--- config.mk ---
export PLATFORM = sky130hd
export DESIGN_NAME = fp_normalize_round
export DESIGN_NICKNAME = d
export VERILOG_FILES = /design/src/rtl/fp_pkg.sv /design/src/rtl/norm_lzc.sv /design/src/rtl/fp_normalize_round.sv
export SDC_FILE = /design/constraint.sdc
export NUM_CORES = 1
export LEC_CHECK = 0
export BUFFER_PORTS_ARGS = -buffer_cell sky130_fd_sc_hd__buf_2
export CAP_MARGIN = 20
export CORE_UTILIZATION = 47
export DETAILED_ROUTE_END_ITERATION = 16
export PLACE_DENSITY = 0.75
export SLEW_MARGIN = 30
export SYNTH_ARGS = -nofsm -noshare
export SYNTH_HDL_FRONTEND = slang
export SYNTH_SLANG_ARGS = --single-unit
--- constraint.sdc ---
create_clock -name i_clk -period 10.7 [get_ports i_clk]
set_input_delay 0.535 -clock i_clk [delete_from_list [all_inputs] [get_ports i_clk]]
set_output_delay 0.535 -clock i_clk [all_outputs]
set_load 0.01 [all_outputs]
--- src/rtl/fp_pkg.sv ---
// rtl/fp_pkg.sv - shared widths, constants and binary32 layout for the FP normalize/round stage
package fp_pkg;
   localparam int SIZE_MANTISSA = 28;
   localparam int SIZE_EXPONENT = 8;
   localparam int SIZE_LZC      = 5;
   localparam int EXP_BIAS      = 127;
   localparam int EXP_MAX       = 255;

   // Working mantissa layout: hidden | 23-bit fraction | guard | round | 2 sticky bits
   localparam int MANT_HIDDEN = 27;
   localparam int FRAC_MSB    = 26;
   localparam int FRAC_LSB    = 4;
   localparam int GUARD_BIT   = 3;
   localparam int ROUND_BIT   = 2;
   localparam int STICKY_MSB  = 1;

   localparam logic [31:0] POS_INF = 32'h7F80_0000;
   localparam logic [31:0] NEG_INF = 32'hFF80_0000;

   typedef struct packed {
      logic        sign;
      logic [7:0]  exp;
      logic [22:0] frac;
   } fp32_t;
endpackage

--- src/rtl/norm_lzc.sv ---
// rtl/norm_lzc.sv - combinational leading-zero counter for the 28-bit working mantissa
// An all-zero input yields count 28 together with all_zero_o.
module norm_lzc
   import fp_pkg::*;
(
   input  logic [SIZE_MANTISSA-1:0] mant_i,
   output logic [SIZE_LZC-1:0]      count_o,
   output logic                     all_zero_o
);
   logic found;

   always_comb begin
      count_o = '0;
      found   = 1'b0;
      for (int i = SIZE_MANTISSA - 1; i >= 0; i--) begin
         if (!found) begin
            if (mant_i[i]) found = 1'b1;
            else           count_o = count_o + SIZE_LZC'(1);
         end
      end
      all_zero_o = ~found;
   end
endmodule

--- src/rtl/fp_normalize_round.sv ---
// rtl/fp_normalize_round.sv - 2-stage normalize, round-to-nearest-even and pack for the binary32 adder
// FP_NORM_STICKY_FLAGS_EN adds i_flag_clr and the o_sticky_ovf/o_sticky_unf accumulators.
module fp_normalize_round
   import fp_pkg::*;
(
   input  logic                     i_clk,
   input  logic                     i_rst,
   input  logic                     i_valid,
   output logic                     o_ready,
   input  logic                     i_sign,
   input  logic [SIZE_EXPONENT-1:0] i_exponent,
   input  logic [SIZE_MANTISSA-1:0] i_mantissa,
   input  logic                     i_overflow,
   output logic                     o_valid,
   input  logic                     i_ready,
   output logic [31:0]              o_result,
   output logic                     o_flag_ovf,
   output logic                     o_flag_unf,
`ifdef FP_NORM_STICKY_FLAGS_EN
   input  logic                     i_flag_clr,
   output logic                     o_sticky_ovf,
   output logic                     o_sticky_unf,
`endif
   output logic                     o_flag_zero
);
   logic                     adv2;
   logic [SIZE_LZC-1:0]      lz;
   logic                     mant_zero;

   logic                     s1_valid_q, s1_valid_d;
   logic                     s1_sign_q;
   logic                     s1_zero_q, s1_zero_d;
   logic [FRAC_MSB:0]        s1_mant_q;
   logic [SIZE_MANTISSA-1:0] s1_mant_d;
   logic signed [9:0]        s1_exp_q, s1_exp_d;

   logic                     s2_valid_q;
   fp32_t                    s2_res_q, s2_res_d;
   logic                     s2_ovf_q, s2_ovf_d, s2_unf_q, s2_unf_d, s2_zero_q, s2_zero_d;

   logic                     round_up;
   logic [23:0]              frac_sum;
   logic signed [9:0]        exp_r;

   assign adv2    = !s2_valid_q | i_ready;
   assign o_ready = !s1_valid_q | adv2;

   norm_lzc u_lzc (
      .mant_i     (i_mantissa),
      .count_o    (lz),
      .all_zero_o (mant_zero)
   );

   // Stage 1: carry-out takes a 1-bit right shift with the dropped bit folded into sticky
   always_comb begin
      s1_valid_d = o_ready ? i_valid : s1_valid_q;
      s1_zero_d  = mant_zero & !i_overflow;
      if (i_overflow) begin
         s1_mant_d = {1'b1, i_mantissa[MANT_HIDDEN:2], |i_mantissa[STICKY_MSB:0]};
         s1_exp_d  = $signed({2'b00, i_exponent}) + 10'sd1;
      end else begin
         s1_mant_d = i_mantissa << lz;
         s1_exp_d  = $signed({2'b00, i_exponent}) - $signed({5'b00000, lz});
      end
   end

   always_ff @(posedge i_clk or posedge i_rst) begin
      if (i_rst) begin
         s1_valid_q <= 1'b0;
         s1_sign_q  <= 1'b0;
         s1_zero_q  <= 1'b0;
         s1_mant_q  <= '0;
         s1_exp_q   <= '0;
      end else begin
         s1_valid_q <= s1_valid_d;
         if (o_ready && i_valid) begin
            s1_sign_q <= i_sign;
            s1_zero_q <= s1_zero_d;
            s1_mant_q <= s1_mant_d[FRAC_MSB:0];
            s1_exp_q  <= s1_exp_d;
         end
      end
   end

   // Stage 2: round-to-nearest-even, then range check and pack
   always_comb begin
      round_up = s1_mant_q[GUARD_BIT] &
                 (s1_mant_q[ROUND_BIT] | (|s1_mant_q[STICKY_MSB:0]) | s1_mant_q[FRAC_LSB]);
      frac_sum = {1'b0, s1_mant_q[FRAC_MSB:FRAC_LSB]} + {23'b0, round_up};
      exp_r    = s1_exp_q + $signed({9'b0, frac_sum[23]});
      s2_res_d  = '{sign: s1_sign_q, exp: exp_r[7:0], frac: frac_sum[22:0]};
      s2_ovf_d  = 1'b0;
      s2_unf_d  = 1'b0;
      s2_zero_d = 1'b0;
      if (s1_zero_q) begin
         s2_res_d  = '0;
         s2_zero_d = 1'b1;
      end else if (exp_r >= $signed(10'(EXP_MAX))) begin
         s2_res_d = fp32_t'(s1_sign_q ? NEG_INF : POS_INF);
         s2_ovf_d = 1'b1;
      end else if (exp_r <= 10'sd0) begin
         s2_res_d  = '{sign: s1_sign_q, exp: 8'h00, frac: 23'h0};
         s2_unf_d  = 1'b1;
         s2_zero_d = 1'b1;
      end
   end

   always_ff @(posedge i_clk or posedge i_rst) begin
      if (i_rst) begin
         s2_valid_q <= 1'b0;
         s2_res_q   <= '0;
         s2_ovf_q   <= 1'b0;
         s2_unf_q   <= 1'b0;
         s2_zero_q  <= 1'b0;
      end else if (adv2) begin
         s2_valid_q <= s1_valid_q;
         s2_res_q   <= s2_res_d;
         s2_ovf_q   <= s2_ovf_d;
         s2_unf_q   <= s2_unf_d;
         s2_zero_q  <= s2_zero_d;
      end
   end

   assign o_valid     = s2_valid_q;
   assign o_result    = s2_res_q;
   assign o_flag_ovf  = s2_ovf_q;
   assign o_flag_unf  = s2_unf_q;
   assign o_flag_zero = s2_zero_q;

`ifdef FP_NORM_STICKY_FLAGS_EN
   logic sticky_ovf_q, sticky_unf_q;

   always_ff @(posedge i_clk or posedge i_rst) begin
      if (i_rst) begin
         sticky_ovf_q <= 1'b0;
         sticky_unf_q <= 1'b0;
      end else if (i_flag_clr) begin
         sticky_ovf_q <= 1'b0;
         sticky_unf_q <= 1'b0;
      end else if (s2_valid_q && i_ready) begin
         sticky_ovf_q <= sticky_ovf_q | s2_ovf_q;
         sticky_unf_q <= sticky_unf_q | s2_unf_q;
      end
   end

   assign o_sticky_ovf = sticky_ovf_q;
   assign o_sticky_unf = sticky_unf_q;
`endif
endmodule

# == After elaboration in Yosys (flattened, before gate mapping) ==
# Cells that the tools add are included.
# word_totals
register_bits,76
output_inout_bits,37
# classes
add_sub_neg,31
magnitude_cmp,2
n_shift,1
n_mux,122
n_bitwise,7
reduce_logical,6
# ops
cell,count
5-bit 2-to-1 mux,54
5-bit by 1-bit adder with 5-bit output (second input constant),26
32-bit 2-to-1 mux,3
1-bit 2-to-1 mux,62
31-bit 2-to-1 mux,1
28-bit by 5-bit << shifter with 27-bit output,1
27-bit 2-to-1 mux,1
23-bit by 1-bit adder with 24-bit output,1
10-bit by 2-bit adder with 10-bit output,1
10-bit by 9-bit >= comparator with 1-bit output (second input constant),1
10-bit by 1-bit less-or-equal comparator with 1-bit output (second input constant),1
10-bit 2-to-1 mux,1
8-bit by 1-bit adder with 9-bit output (second input constant),1
8-bit by 5-bit subtractor with 9-bit output,1
1-bit OR,4
2-bit OR reduction,2
1-bit zero test,3
1-bit by 1-bit adder with 2-bit output (second input constant),1
1-bit bitwise AND,2
1-bit logical AND,1
1-bit NOT,1

# == Longest topological paths before layout ==
# logic_depth
word_depth,84
ltp_mapped,83
ltp_nobuf,82

# == Cells and area by module ==
# Synthesis repeated with hierarchy kept, for this count alone.
# unflattened
cells_unflattened,1046
hier_area_um2,8545.7
# modules_own_cells
module,instances,cells_per_inst,area_each_um2,seq_area_each_um2
fp_normalize_round,1,590,5405.2,1901.8
norm_lzc,1,456,3140.5,0.0

# == Worst setup path after synthesis ==
# Ideal clock, no wire load.
# synth_path
path_type,input -> register
start,input port i_mantissa[25]
end,register s1_exp_q[7]
setup_time_ps,83
arrival_time_ps,15199
setup_slack_ps,-4581
stages,81
n_path_buf,3
path_cell_list,clkbuf_1 nor2b_1 nor2_1 ha_1 nor3_1 nor2_1 ha_1 nor4_1 a211oi_1 xnor2_1 o21ai_0 ha_1 a21oi_1 ha_1 inv_1 a2111oi_0 o32a_1 nand2_1 (+45 left out) o21ai_0 ha_1 mux2i_1 nor2_1 a21oi_1 nor2_1 a21oi_1 clkbuf_1 buf_1 ha_1 a21o_1 a21o_1 a21o_1 a211o_1 or3_1 o21a_1 xor2_1 o21ai_0
# synth_via
elab_chain_len,79
elab_cells_between_ends,105
# synth_rtl
element,line_no,rtl
start: declaration,fp_normalize_round.sv:12,"input logic [SIZE_MANTISSA-1:0] i_mantissa,"
5-bit 2-to-1 mux,norm_lzc.sv:17,if (mant_i[i]) found = 1'b1;
5-bit 2-to-1 mux,norm_lzc.sv:16,if (!found) begin
5-bit by 1-bit adder with 5-bit output,norm_lzc.sv:18,else count_o = count_o + SIZE_LZC'(1);
5-bit 2-to-1 mux,norm_lzc.sv:17,
5-bit 2-to-1 mux,norm_lzc.sv:16,
5-bit by 1-bit adder with 5-bit output,norm_lzc.sv:18,
5-bit 2-to-1 mux,norm_lzc.sv:17,
5-bit 2-to-1 mux,norm_lzc.sv:16,
(+63 left out),--,
5-bit by 1-bit adder with 5-bit output,norm_lzc.sv:18,
5-bit 2-to-1 mux,norm_lzc.sv:17,
5-bit 2-to-1 mux,norm_lzc.sv:16,
5-bit by 1-bit adder with 5-bit output,norm_lzc.sv:18,
5-bit 2-to-1 mux,norm_lzc.sv:17,
5-bit 2-to-1 mux (*),norm_lzc.sv:16,
8-bit by 5-bit subtractor with 9-bit output (*),fp_normalize_round.sv:63,"s1_exp_d = $signed({2'b00, i_exponent}) - $signed({5'b00000, lz});"
10-bit 2-to-1 mux (*),fp_normalize_round.sv:58,if (i_overflow) begin
end signal: assignment,fp_normalize_round.sv:80,s1_exp_q <= s1_exp_d;
end: declaration,fp_normalize_round.sv:35,"logic signed [9:0] s1_exp_q, s1_exp_d;"
# Mark *: on every way between the ends. The rest lies on a longest branch, timed or not.
# A chain may end at the register's enable or synchronous reset.

# == Worst setup path in the final report ==
# layout_path
start,input port i_mantissa[26]
end,register s1_exp_q[7]
# layout_via
elab_chain_len,82
elab_cells_between_ends,109
# layout_rtl
element,line_no
5-bit 2-to-1 mux,norm_lzc.sv:17
5-bit 2-to-1 mux,norm_lzc.sv:16
5-bit by 1-bit adder with 5-bit output,norm_lzc.sv:18
5-bit 2-to-1 mux,norm_lzc.sv:17
5-bit 2-to-1 mux,norm_lzc.sv:16
5-bit by 1-bit adder with 5-bit output,norm_lzc.sv:18
5-bit 2-to-1 mux,norm_lzc.sv:17
5-bit 2-to-1 mux,norm_lzc.sv:16
(+66 left out),--
5-bit by 1-bit adder with 5-bit output,norm_lzc.sv:18
5-bit 2-to-1 mux,norm_lzc.sv:17
5-bit 2-to-1 mux,norm_lzc.sv:16
5-bit by 1-bit adder with 5-bit output,norm_lzc.sv:18
5-bit 2-to-1 mux,norm_lzc.sv:17
5-bit 2-to-1 mux (*),norm_lzc.sv:16
8-bit by 5-bit subtractor with 9-bit output (*),fp_normalize_round.sv:63
10-bit 2-to-1 mux (*),fp_normalize_round.sv:58
# Marked as above.

==> results.yml <==
worst_setup_path:
  slowest_delay_ns: 0.52
  r2r_cells: 14
  reg2reg_slack_ns: 6.18
  worstSetupStartpoint: "i_mantissa[26]"
  critical_path.startpoint_type: "primary input"
  worstReg2RegEnd: "o_result[6]$_DFFE_PP0P_"
  r2r_start: "s1_mant_q[4]$_DFFE_PP0P_"
  crit_end: "s1_exp_q[7]$_DFFE_PP0P_"
  critPathKind: "in2reg"
  critPathTopFamily: "simple AND/OR/NAND/NOR gates"
  critical_path.most_common_cell: "ha_1"
  cp.depth: 77
  cp_num_buf_inv: 6
  worstSetupEndpointType: "register"
  worstPathRequired_ns: 10.90
  cp_slowest_cell: "or4_1"
  cp_data_arrival_time_ns: 14.52
  crit_path_max_fanout: 6
clock_network:
  cts.sinks: 76
  clockBufferDepth: 2
  clk_latency_ns: 0.33
  cts_tree: "done"
  clk_pin_slew_ns: 0.05
  htreeDepth: 3
  cts_hold_buf: 0
  numCtsBuffers: 9
  cts_root_buf: "clkbuf_16"
die:
  fp.dieW_um: 144
  die_h_um: 144
  row_count: 51
  initial_core_util_pct: 48.3
  die-area_um2: 20800
  core-area_um2: 19700
  io_pins: 79
sta:
  fin_crit_ns: 14.32
  relSlewSlack_pct: 41.6
  holdWs_ns: 0.367
  tightest_slew_ns: 0.874
  fin_ws_ns: -3.62
  setup_viol: 36
  timing.fmax_ghz: 0.0698
  worst_clock_skew_ns: 0.00620
  final.setup.tns_ns: -110.47
  rsz0062_at_grt: "yes"
  fin_crit_sh_pct: 134
  hold_viol_final: 0
  finalMaxSlewViolations: 0
synth:
  netlist.area_leader.share_pct: 20.0
  yosysWarnings: 0
  ys_ff_latch: 76
  synth-async-reset-ratio_pct: 100
  synth_compound_area_share_pct: 22.8
  synth_fa_ha_area_share_pct: 4.77
  synthCells: 1268
  synth_edf_count: 0
  syn_nets: 1344
  synth_top_family_by_area: "simple AND/OR/NAND/NOR gates"
  netlist_area_um2: 9500
  ys_seq_area_share_pct: 20.0
  synth_xor_area_share_pct: 10.8
  synth_simple_gate_area_share_pct: 28.8
  synth.avg_cell_area_um2: 7.49
  synth_area_leader_cell: "dfrtp_1"
  synth_ff_type: "dfrtp_1"
  synthMuxAreaShare_pct: 8.24
  synthDistinctLibCells: 94
  synth_top_cells_by_area: "dfrtp_1, mux2i_1, nand2_1"
drt:
  vias: 10900
  viasPerCell: 6.05
  wl_per_cell_um: 17.2
  first_pass_iters: 6
  drcViolationCount: 0
  drt_iter0_drc: 1047
  ant_nets: 0
  postRouteWirelength_mm: 30.8
global_routing:
  grt_max_degree: 77
  grt_usage_pct: 29.5
  grt_first_pass_wirelength_mm: 49.3
  antenna_found_initial: 1
  grt_pass1_vias: 10200
  overflow: 0
place:
  place_hpwl_mm: 22.8
  finalWeightedCongestion: 0.949
  placed_cells: 1738
  portBuffers: 78
  post-place-ws_ns: -3.88
cells_and_area:
  areaGrowthSynthToFinish_pct: 35.5
  nets: 1603
  layout-drive-gt1-share_pct: 31.9
  finalNonFillerCells: 1798
run:
  maxCapViolations: 0
status:
  status: "finished with violations"
  violations: "setup timing"
pwr:
  cellPowerDensity_nw_per_um2: 85.2
  peakVddDrop_mv: 0.0834
  power_leakage_nw: 5.58
worst_hold_path:
  hp-class: "in2async"
[sequential cells by signal, indices dropped and copies added (netlist names)]
register and cells:
o_flag_ovf 1, o_flag_unf 1, o_flag_zero 1, o_result 32
o_valid 1, s1_exp_q 10, s1_mant_q 27, s1_sign_q 1
s1_valid_q 1, s1_zero_q 1
[tightest hold or removal path, delay by kind of cell]
family                 cells  cell delay (ns)
buffers and inverters      3             0.64
[cells by family after synthesis]
| logic type | after synthesis |
|---|---|
| AND/OR/NAND/NOR | 547 |
| AO/OA/AOI/OAI | 329 |
| buffers and inverters | 112 |
| XOR/XNOR | 95 |
| flip-flops | 76 |
| multiplexers | 73 |
| adder cells (fa/ha/maj) | 36 |
[final cells by class]
class | instances | area [um^2]
multi-input cells | 1080 | 7840
fillers | 1605 | 6780
repair buffers | 326 | 2380
flip-flops and latches | 76 | 1900
well taps | 265 | 332
clock buffers | 15 | 278
inverters | 34 | 135
clock inverters | 1 | 5.00
diodes | 1 | 2.50
[stage by stage]
stage	utilization [%]	power, mW	area (um^2)
floorplan	-	0.623	9810
detailed placement	59.7	0.776	11700
global placement	59.7	0.763	11700
global route	65.5	1.16	12900
CTS	64.3	1.08	12600
finish	65.5	1.10	12900
[where the power goes]
group,leakage [nW],switching [mW],internal (mW)
Clock,0.140,0.107,0.176
Sequential,0.906,0.0437,0.340
Combinational,4.54,0.234,0.197
[routing by layer]
layer	share of wire, %	GRT usage, %	vias to the layer above
met5	0	0	-
met3	6.3	3.51	84
li1	-	-	5148
met1	42	37.6	5164
met2	48	50.1	478
met4	3.6	12.4	0
[cells in the mapped netlist, types with 7 or more instances]
cell,n
a211o_1,12
a211oi_1,25
a21o_1,9
a21oi_1,85
a22oi_1,8
a31oi_1,18
and2_1,13
and3_1,17
clkbuf_1,68
dfrtp_1,76
ha_1,33
inv_1,32
mux2_2,12
mux2i_1,58
nand2_1,152
nand2b_1,24
nand3_1,58
nand4_1,16
nor2_1,118
nor2b_1,26
nor3_1,32
nor3b_1,10
nor4_1,22
o21a_1,7
o21ai_0,87
or2_2,7
or3_1,18
or4_1,10
xnor2_1,45
xor2_1,34
[repair_timing]
item,4_1_cts,5_1_grt
resized for setup,75,31
gates cloned,1,0
endpoints found under the setup margin,36,36
buffers inserted,32,12
pin swaps,56,56
[placed cells by master (no fill, tap or decap), types with 28 or more instances in the layout]
master / instances
a21oi_1: 73
buf_2: 76
buf_4: 228
dfrtp_1: 76
inv_1: 29
mux2i_1: 52
nand2_1: 148
nand3_1: 50
nor2_1: 111
nor3_1: 28
o21ai_0: 73
xnor2_1: 40
xor2_1: 34
[worst min path at each step]
stage                                        start                        to  slack (ns)
after CTS                                   i_sign     s1_sign_q$_DFFE_PP0P_        0.42
final                                        i_rst   o_result[4]$_DFFE_PP0P_        0.37
after global routing                        i_sign     s1_sign_q$_DFFE_PP0P_        0.44
after detailed placement  o_result[25]$_DFFE_PP0P_  o_result[25]$_DFFE_PP0P_        0.45
after global placement      s1_valid_q$_DFFE_PP0N_       o_valid$_DFFE_PP0P_        0.44
after floorplan             s1_valid_q$_DFFE_PP0N_       o_valid$_DFFE_PP0P_        0.44
Power figures use the tool's default switching activity.
